### src/rtl/voice_allocator.sv
// voice_allocator: polyphonic voice scheduler for the tone datapath.
// Watches the key levels and services exactly one key event per cycle
// into a shadow voice table. Releases win over presses, and the lowest
// key index wins within each kind.
// The shadow table is copied to the voice outputs only on sample_tick.
// The copy includes any event serviced in that same cycle.
// steal_evt is registered. It is high in the cycle after the edge that
// serviced the stealing press, the same cycle the shadow change becomes
// visible.
module voice_allocator #(
    parameter int NUM_KEYS   = 10,
    parameter int NUM_VOICES = 4,
    parameter int INC_W      = 18
) (
    input  logic                        CLOCK_50,
    input  logic                        resetn,
    input  logic [NUM_KEYS-1:0]         key_in,
    input  logic                        sample_tick,
    output logic [NUM_VOICES-1:0]       voice_active,
    output logic [4*NUM_VOICES-1:0]     voice_key,
    output logic [INC_W*NUM_VOICES-1:0] voice_inc,
    output logic [NUM_VOICES-1:0]       voice_start,
    output logic                        steal_evt
);

    localparam int              AGE_W    = $clog2(NUM_VOICES);
    localparam int              VID_W    = $clog2(NUM_VOICES);
    localparam logic [AGE_W-1:0] AGE_MAX = AGE_W'(NUM_VOICES - 1);
    localparam logic [3:0]      IDLE_KEY = 4'hF;

    // Phase increment for a key index; unknown or idle keys give 0.
    function automatic logic [INC_W-1:0] inc_of(input logic [3:0] k);
        logic [31:0] v;
        case (k)
            4'd0:    v = 32'd91446;
            4'd1:    v = 32'd102641;
            4'd2:    v = 32'd115214;
            4'd3:    v = 32'd122064;
            4'd4:    v = 32'd137013;
            4'd5:    v = 32'd153791;
            4'd6:    v = 32'd172624;
            4'd7:    v = 32'd182891;
            4'd8:    v = 32'd205288;
            4'd9:    v = 32'd230425;
            default: v = 32'd0;
        endcase
        return INC_W'(v);
    endfunction

    // Key ownership and steal blocking.
    logic [NUM_KEYS-1:0]   ack;
    logic [NUM_KEYS-1:0]   blocked;
    // Shadow voice table.
    logic [NUM_VOICES-1:0] sh_active;
    logic [3:0]            sh_key [NUM_VOICES];
    logic [AGE_W-1:0]      sh_age [NUM_VOICES];
    logic [NUM_VOICES-1:0] pend;

    // Next-state values.
    logic [NUM_KEYS-1:0]   ack_n;
    logic [NUM_KEYS-1:0]   blk_n;
    logic [NUM_VOICES-1:0] act_n;
    logic [3:0]            key_n [NUM_VOICES];
    logic [AGE_W-1:0]      age_n [NUM_VOICES];
    logic [NUM_VOICES-1:0] pend_n;
    logic                  steal_n;

    // Scratch values for event selection.
    logic [NUM_KEYS-1:0]   rel_vec;
    logic [NUM_KEYS-1:0]   prs_vec;
    logic                  rel_found;
    logic                  prs_found;
    logic                  free_found;
    logic [3:0]            rel_idx;
    logic [3:0]            prs_idx;
    logic [VID_W-1:0]      free_idx;
    logic [VID_W-1:0]      old_idx;
    logic [AGE_W-1:0]      old_age;
    logic [VID_W-1:0]      tgt;

    // Select this cycle's single event and compute the updated shadow table.
    always_comb begin
        ack_n   = ack;
        blk_n   = blocked & key_in;   // a stolen key unblocks once it is let go
        act_n   = sh_active;
        pend_n  = pend;
        steal_n = 1'b0;
        for (int v = 0; v < NUM_VOICES; v++) begin
            key_n[v] = sh_key[v];
            age_n[v] = sh_age[v];
        end

        // A blocked key is still held but is not a new request.
        rel_vec = ~key_in & ack;
        prs_vec = key_in & ~ack & ~blocked;

        // Scan downward so that the lowest index is selected.
        rel_found = 1'b0;
        rel_idx   = 4'd0;
        prs_found = 1'b0;
        prs_idx   = 4'd0;
        for (int k = NUM_KEYS - 1; k >= 0; k--) begin
            if (rel_vec[k]) begin
                rel_found = 1'b1;
                rel_idx   = 4'(k);
            end
            if (prs_vec[k]) begin
                prs_found = 1'b1;
                prs_idx   = 4'(k);
            end
        end

        // Find the lowest idle voice and the oldest voice.
        // Ties on age go to the lowest index.
        free_found = 1'b0;
        free_idx   = '0;
        old_idx    = '0;
        old_age    = '0;
        for (int v = NUM_VOICES - 1; v >= 0; v--) begin
            if (!sh_active[v]) begin
                free_found = 1'b1;
                free_idx   = VID_W'(v);
            end
            if (sh_age[v] >= old_age) begin
                old_age = sh_age[v];
                old_idx = VID_W'(v);
            end
        end
        tgt = free_found ? free_idx : old_idx;

        if (rel_found) begin
            ack_n[rel_idx] = 1'b0;
            for (int v = 0; v < NUM_VOICES; v++) begin
                if (sh_active[v] && sh_key[v] == rel_idx) begin
                    act_n[v]  = 1'b0;
                    key_n[v]  = IDLE_KEY;
                    pend_n[v] = 1'b0;   // an uncommitted note is never heard
                end
            end
        end else if (prs_found) begin
            if (!free_found) begin
                steal_n = 1'b1;
                for (int k = 0; k < NUM_KEYS; k++) begin
                    if (sh_key[tgt] == 4'(k)) begin
                        ack_n[k] = 1'b0;
                        blk_n[k] = 1'b1;
                    end
                end
            end
            for (int v = 0; v < NUM_VOICES; v++) begin
                if (VID_W'(v) == tgt) begin
                    age_n[v] = '0;
                end else if (sh_active[v]) begin
                    age_n[v] = (sh_age[v] == AGE_MAX) ? AGE_MAX : sh_age[v] + 1'b1;
                end
            end
            act_n[tgt]     = 1'b1;
            key_n[tgt]     = prs_idx;
            pend_n[tgt]    = 1'b1;
            ack_n[prs_idx] = 1'b1;
        end
    end

    // Register the shadow table and commit it to the outputs on sample ticks.
    always_ff @(posedge CLOCK_50 or negedge resetn) begin
        if (!resetn) begin
            ack          <= '0;
            blocked      <= '0;
            sh_active    <= '0;
            pend         <= '0;
            steal_evt    <= 1'b0;
            voice_active <= '0;
            voice_key    <= {NUM_VOICES{IDLE_KEY}};
            voice_inc    <= '0;
            voice_start  <= '0;
            for (int v = 0; v < NUM_VOICES; v++) begin
                sh_key[v] <= IDLE_KEY;
                sh_age[v] <= '0;
            end
        end else begin
            ack       <= ack_n;
            blocked   <= blk_n;
            sh_active <= act_n;
            steal_evt <= steal_n;
            for (int v = 0; v < NUM_VOICES; v++) begin
                sh_key[v] <= key_n[v];
                sh_age[v] <= age_n[v];
            end
            if (sample_tick) begin
                voice_active <= act_n;
                voice_start  <= pend_n;
                pend         <= '0;
                for (int v = 0; v < NUM_VOICES; v++) begin
                    voice_key[4*v +: 4]         <= key_n[v];
                    voice_inc[INC_W*v +: INC_W] <= act_n[v] ? inc_of(key_n[v]) : '0;
                end
            end else begin
                voice_start <= '0;
                pend        <= pend_n;
            end
        end
    end

endmodule

### config.mk
export PLATFORM = sky130hd
export DESIGN_NAME = voice_allocator
export DESIGN_NICKNAME = d
export VERILOG_FILES = /design/src/rtl/voice_allocator.sv
export SDC_FILE = /design/constraint.sdc
export NUM_CORES = 1
export LEC_CHECK = 0
export BUFFER_PORTS_ARGS = -buffer_cell sky130_fd_sc_hd__buf_2
export CORE_AREA = 2 2 160 131
export DETAILED_ROUTE_END_ITERATION = 8
export DIE_AREA = 0 0 162 133
export HOLD_SLACK_MARGIN = 0.02
export PLACE_DENSITY = 0.6
export SLEW_MARGIN = 10
export SYNTH_ARGS = -nofsm -noshare
export SYNTH_HDL_FRONTEND = slang
export SYNTH_SLANG_ARGS = --single-unit
### constraint.sdc
create_clock -name CLOCK_50 -period 6.28 [get_ports CLOCK_50]
set_clock_uncertainty 0.1 [all_clocks]
set_input_delay 0.314 -clock CLOCK_50 [delete_from_list [all_inputs] [get_ports CLOCK_50]]
set_output_delay 0.314 -clock CLOCK_50 [all_outputs]
set_load 0.01 [all_outputs]
==> flow_metrics.tcl, run 1 <==
set metrics [dict create \
    hpwl_um 16900 \
    synth_area_leaders "dfrtp_1 (35%), dfstp_2 (9.9%), ha_1 (5.3%)" \
    finalCritPeriodShare 0.883 \
    grt_overflow_total 0 \
    critPathLaunchType "flop" \
    worst_pin_slew_ns 0.979 \
    grt_pass1_vias 7104 \
    finalMaxSlewViolations 0 \
    cpPeakStageDelay_ns 0.47 \
    hold_viol_final 0 \
    worst_path_max_delay_cell "mux2i_1" \
    final_area_um2 9860 \
    route.detailed.drc 0 \
    crit_top_cell "ha_1" \
    ys_types 92 \
    multi_input_area_um2 4340 \
    path_clk_slew_ns 0.07 \
    reg2regPathDepth 23 \
    wire_per_inst_um 19.3 \
    cts_setup_buffers 0 \
    cp_max_fo 7 \
    cap_violations 0 \
    post_drt_via_cell_ratio 5.80 \
    status "completed" \
    routed_wl_um 24300 \
    num_rows 47 \
    finalCriticalPeriod_ns 5.55 \
    place_congestion 0.905 \
    register_area_um2 3770 \
    cts_num_sinks 149 \
    path_cells "ha_1 -> nand2b_1 -> a21oi_1 -> nand2_1 -> o21ai_0 -> ha_1 -> nor2b_1 -> o21ba_2 -> nand2_1 -> o21ai_0 -> ha_1 -> nand2b_1 -> a21oi_1 -> nand4_1 -> a21o_1 -> nor2_1 -> mux2i_1 -> nand2_1 -> inv_1 -> ha_1 -> nand3_1 -> a21o_1 -> a22oi_1" \
    via_count 7281 \
    ys_seq_elements 149 \
    worstHoldPathCells 3 \
    hold_path_class "input pin to flop" \
    powerDensity_nw_per_um2 678 \
    avgSynthCellArea_um2 9.69 \
    syn_area_um2 8480 \
    postCtsHoldBufs 3 \
    synth_top_area_frac 0.345 \
    cts-resized-gates 0 \
    irDropWorstVdd_mv 0.247 \
    synth_area_leader_cell "dfrtp_1" \
    grt_usage 0.227 \
    path_class "flop to flop" \
    cellLeakagePower_nw 4.46 \
    antenna_found_initial 0 \
    yosysMostFrequentCell "dfrtp_1" \
    synth_warnings 0 \
    synth_nets 924 \
    drive_gt1_frac 0.229 \
    fp.dieH_um 133 \
    async_flop_share 1.00 \
    rsz0062_at_grt "false" \
    required_ns 6.52 \
    root_buffer "clkbuf_16" \
    fin_setup_tns_ns 0 \
    netlist_instances 875 \
    relSlewSlack 0.345 \
    end_kind "flop" \
    portBuffers 109 \
    timing.rr.end "voice_inc[24]$_DFFE_PN0P_" \
    insertion_delay_ns 0.43 \
    die_x_um 162 \
    coreArea_um2 20100 \
    grt_max_degree 79 \
    nets 1022 \
    cts.path.max_buffers 2 \
    min_from "key_in[8]" \
    h-tree-depth 4 \
    ff2ff_setup_slack_ns 0.73 \
    holdPathEnd "blocked[8]$_DFF_PN0_" \
    synthFlopType "dfrtp_1" \
    ant_nets 0 \
    fmax_ghz 0.180 \
    start_util 0.422 \
    netlist_top_cells_count "dfrtp_1 (117), nor2_1 (79), nand2_1 (75)" \
    crit_arrival_ns 5.79 \
    grt_pass1_wl_um 39000 \
    dr.pass1.iters 5 \
    dieArea_um2 21500 \
    syn_to_final_growth_pct 16.3 \
    n_fill_cell 1918 \
    first_iter_violations 666 \
    cts_buffers 17 \
    antennaDiodeCount 0 \
    setup_viol 0 \
    synth_edf_count 0 \
    r2r_start "sh_age[0]$_DFFE_PN0P_" \
    cts_tree "yes" \
    placed_area_um2 9230 \
    synth_seq_area_share 0.445 \
    ios 110 \
]
==> worst max-delay path by stage <==
stage	start	end	slack (ns)	cells after the start
global placement	sh_age[0]$_DFFE_PN0P_	voice_inc[42]$_DFFE_PN0P_	1.08	23
finish	sh_age[0]$_DFFE_PN0P_	voice_inc[24]$_DFFE_PN0P_	0.73	23
floorplan	sh_age[0]$_DFFE_PN0P_	voice_inc[21]$_DFFE_PN0P_	1.50	22
CTS	sh_age[0]$_DFFE_PN0P_	voice_inc[24]$_DFFE_PN0P_	0.83	23
global route	sh_age[2]$_DFFE_PN0P_	voice_inc[24]$_DFFE_PN0P_	0.24	24
detailed placement	sh_age[2]$_DFFE_PN0P_	voice_inc[24]$_DFFE_PN0P_	0.87	24
==> cells by family (layout without fill, tap and decap cells) <==
group                    Yosys count  after routing  synth area share
AND/OR/NAND/NOR                  291            291             0.177
adder cells (fa/ha/maj)           36             36            0.0531
flip-flops                       149            149             0.445
multiplexers                      25             25            0.0305
XOR/XNOR                           3              3           0.00310
AO/OA/AOI/OAI                    283            283             0.247
buffers and inverters             88            199            0.0441
==> flip-flops by register name (all words and copies together) (netlist names), 8 cells and up <==
name       cells
sh_age         8
voice_inc     72
sh_key        16
ack           10
voice_key     16
blocked       10
==> metal layers <==
metal  track usage  vias up  routed length, µm
met5             0        -                  0
met4        0.0693        0                386
met3        0.0404       35               1560
met2         0.324      297              10200
met1         0.349     3531              12100
li1              -     3418                  -
==> final cells by class <==
class | instances | area share
tap | 269 | 0.0341
clock inverter | 10 | 0.0122
sequential | 149 | 0.382
timing repair buffer | 118 | 0.0636
inverter | 49 | 0.0192
clock buffer | 22 | 0.0491
multi-input combinational | 638 | 0.440
==> critical path: cells and delay by family (launching register included) <==
kind                     cells  cell delay (ns)
AND/OR/NAND/NOR              9             1.41
adder cells (fa/ha/maj)      4             1.11
AO/OA/AOI/OAI                8             1.71
buffers and inverters        1             0.22
multiplexers                 1             0.47
flip-flops                   1             0.42
==> per-stage QoR <==
step	cells	total power [W]	hold WS, ns	worst slack [ns]	util
floorplan	875	0.00448	-0.0816	1.50	-
global placement	1220	0.00557	0.300	1.08	0.459
detailed placement	1220	0.00556	0.307	0.873	0.459
CTS	1255	0.00666	0.0221	0.828	0.490
global route	1255	0.00718	0.0469	0.243	0.490
finish	1255	0.00668	0.0226	0.734	0.490
==> cell usage in the layout, fill, tap and decap left out, types with 8 or more instances in the layout <==
cell type and instances:
mux2i_1 18, nand3_1 24, o221ai_1 10, a31oi_1 9, o2bb2ai_1 42, a21oi_1 63, ha_1 36, and2_1 9
nand4_1 8, o21ai_0 40, nor3b_1 10, o211ai_1 27, a211oi_1 9, nand2_1 75, dfrtp_1 117, buf_2 108
nor2_1 79, nand2b_1 20, inv_1 43, clkbuf_16 17, nor3_1 12, and3_1 12, dfstp_2 32, nor2b_1 8
==> power breakdown <==
group / total (W) / leakage, nW / switching [W] / internal (W)
Combinational: 0.00385 / 2.32 / 0.00248 / 0.00136
Sequential: 0.00177 / 1.84 / 0.000325 / 0.00145
Clock: 0.00106 / 0.298 / 0.000429 / 0.000631
Total: 0.00668 / 4.46 / 0.00324 / 0.00345
(Power assumes the default switching activity.)
==> run 2: changes to the inputs <==
Settings changed: CELL_PAD_IN_SITES_DETAIL_PLACEMENT set to 0, CELL_PAD_IN_SITES_GLOBAL_PLACEMENT set to 1, PLACE_DENSITY 0.6 to 0.74, SLEW_MARGIN 10 to not set.
==> flow_metrics.tcl, run 2 (synthesis results as in run 1) <==
set metrics [dict create \
    dp_slack_ns 0.865 \
    power_frac_comb 0.575 \
    insertion_delay_ns 0.42 \
    setup_ws_ns 0.820 \
    mostFrequentLayoutCell "dfrtp_1" \
    path_buf_inv 1 \
    path_cells "ha_1 -> nand2b_1 -> a21oi_1 -> nand2_1 -> o21ai_0 -> ha_1 -> nor2b_1 -> o21ba_2 -> nand2_1 -> o21ai_0 -> ha_1 -> nand2b_1 -> a21oi_1 -> nand4_1 -> a21o_1 -> nor2_1 -> mux2i_1 -> nand2_1 -> inv_1 -> ha_1 -> nand3_1 -> a21o_1 -> a22oi_1" \
    multi_input_area_um2 4340 \
    dieArea_um2 21500 \
    finalCriticalPeriod_ns 5.46 \
    final_area_um2 9900 \
    hold_viol_final 0 \
    reg2regPathDepth 23 \
    cpPeakStageDelay_ns 0.47 \
    timing.hold.ws_ns 0.0353 \
    post_drt_via_cell_ratio 5.78 \
    setup_viol 0 \
    worstHoldPathCells 3 \
    antenna_found_initial 0 \
    wl_met1_um 12400 \
    fp.dieH_um 133 \
    required_ns 6.52 \
    grt_pass1_vias 6946 \
    grt_pass1_wl_um 39500 \
    syn_to_final_growth_pct 16.7 \
    route.detailed.drc 0 \
    p_sw_w 0.00324 \
    path_delay_family "compound AO/OA/AOI/OAI gates" \
    p_total_w 0.00672 \
    cts-resized-gates 0 \
    nets 1024 \
    grt_overflow_total 0 \
    cts_setup_buffers 0 \
    critPathLaunchType "flop" \
    finalCritPeriodShare 0.869 \
    cp_max_fo 7 \
    antennaDiodeCount 0 \
    irDropWorstVdd_mv 0.221 \
    grt_usage 0.233 \
    dr_wl_met3_um 1440 \
    p_int_w 0.00348 \
    path_clk_slew_ns 0.07 \
    register_area_um2 3770 \
    drive_gt1_frac 0.231 \
    cts_num_sinks 149 \
    place_congestion 0.896 \
    path_class "flop to flop" \
    largest_reg_flops 72 \
    h-tree-depth 4 \
    powerDensity_nw_per_um2 679 \
    timing.rr.end "voice_inc[24]$_DFFE_PN0P_" \
    worst_path_max_delay_cell "mux2i_1" \
    final_cell_mix "dfrtp_1 (117), buf_2 (108), nor2_1 (79), nand2_1 (75), a21oi_1 (63)" \
    holdPathEnd "blocked[5]$_DFF_PN0_" \
    finalMaxSlewViolations 0 \
    ant_nets 0 \
    fmax_ghz 0.183 \
    end_kind "flop" \
    dr.pass1.iters 6 \
    coreArea_um2 20100 \
    largestRegisters "voice_inc (72), sh_key (16), voice_key (16)" \
    cts_tree "yes" \
    regMostFlops "voice_inc" \
    r2r_start "sh_age[0]$_DFFE_PN0P_" \
    min_from "key_in[5]" \
    n_fill_cell 1932 \
    ios 110 \
    hpwl_um 17200 \
    cp.depth 23 \
    rsz0062_at_grt "false" \
    switching_share 0.483 \
    via_count 7267 \
    cts.path.max_buffers 2 \
    portBuffers 109 \
    ff2ff_setup_slack_ns 0.82 \
    worst_pin_slew_ns 0.934 \
    placed_area_um2 9240 \
    start_util 0.422 \
    wire_per_inst_um 19.4 \
    power_frac_seq 0.264 \
    num_rows 47 \
    clkPwrFrac 0.161 \
    cellLeakagePower_nw 4.47 \
    crit_top_cell "ha_1" \
    route.met2.wl_um 10200 \
    die_x_um 162 \
    grt_max_degree 77 \
    first_iter_violations 617 \
    cap_violations 0 \
    relSlewSlack 0.375 \
    fin_setup_tns_ns 0 \
    routed_wl_um 24400 \
    status "completed" \
    root_buffer "clkbuf_16" \
    crit_arrival_ns 5.70 \
    cts_buffers 17 \
    highest_layer "met4" \
    hold_path_class "input pin to flop" \
]
## run 2: changes by cell type in the layout (fill, tap and decap cells not counted), sizes merged
cell      change
buf           +2
clkbuf        -2
clkinvlp      +1
bufinv        +1
inv           +2
clkinv        -2
## run 2: routing by layer
layer  vias up  GRT usage
met5         -          0
met4         0     0.0708
met3        33     0.0433
met2       252      0.325
met1      3547      0.363
li1       3435          -
## run 2: power by group through the flow
stage	Combinational, W	Sequential (W)	Clock, W
6_report	0.00386	0.00177	0.00109
5_1_grt	0.00429	0.00182	0.00115
4_1_cts	0.00385	0.00177	0.00111
3_5_place_dp	0.00382	0.00178	0
3_3_place_gp	0.00383	0.00179	0
2_1_floorplan	0.00268	0.00180	0
## run 2: worst min-delay path, stage by stage
cell	delay [ns]
buf_2	0.11
nand2_1	0.04
o21ai_0	0.06
## run 2: per-stage QoR
step                      std cells   util
after floorplan                 875      -
after global placement         1222  0.460
after detailed placement       1222  0.460
after CTS                      1257  0.492
after global routing           1257  0.492
final                          1257  0.492
## run 2: repair_timing
| item | CTS | global route |
|---|---|---|
| hold endpoints to repair | 62 | 0 |
| endpoints found under the setup margin | 0 | 0 |
| hold buffers | 3 | 0 |
## run 2: worst max path at each step
| stage | startpoint | endpoint | slack, ns |
|---|---|---|---|
| after detailed placement | sh_age[0]$_DFFE_PN0P_ | voice_inc[24]$_DFFE_PN0P_ | 0.86 |
| after global placement | sh_age[0]$_DFFE_PN0P_ | voice_inc[24]$_DFFE_PN0P_ | 1.07 |
| after floorplan | sh_age[0]$_DFFE_PN0P_ | voice_inc[21]$_DFFE_PN0P_ | 1.50 |
| final | sh_age[0]$_DFFE_PN0P_ | voice_inc[24]$_DFFE_PN0P_ | 0.82 |
| after global routing | sh_age[2]$_DFFE_PN0P_ | voice_inc[24]$_DFFE_PN0P_ | 0.20 |
| after CTS | sh_age[0]$_DFFE_PN0P_ | voice_inc[24]$_DFFE_PN0P_ | 0.84 |
## run 2: area by class of cell
| class | count | area share |
|---|---|---|
| repair buffers | 120 | 0.0649 |
| multi-input cells | 638 | 0.438 |
| flip-flops and latches | 149 | 0.381 |
| inverters | 49 | 0.0191 |
| well taps | 269 | 0.0340 |
| clock inverters | 12 | 0.0169 |
| clock buffers | 20 | 0.0461 |
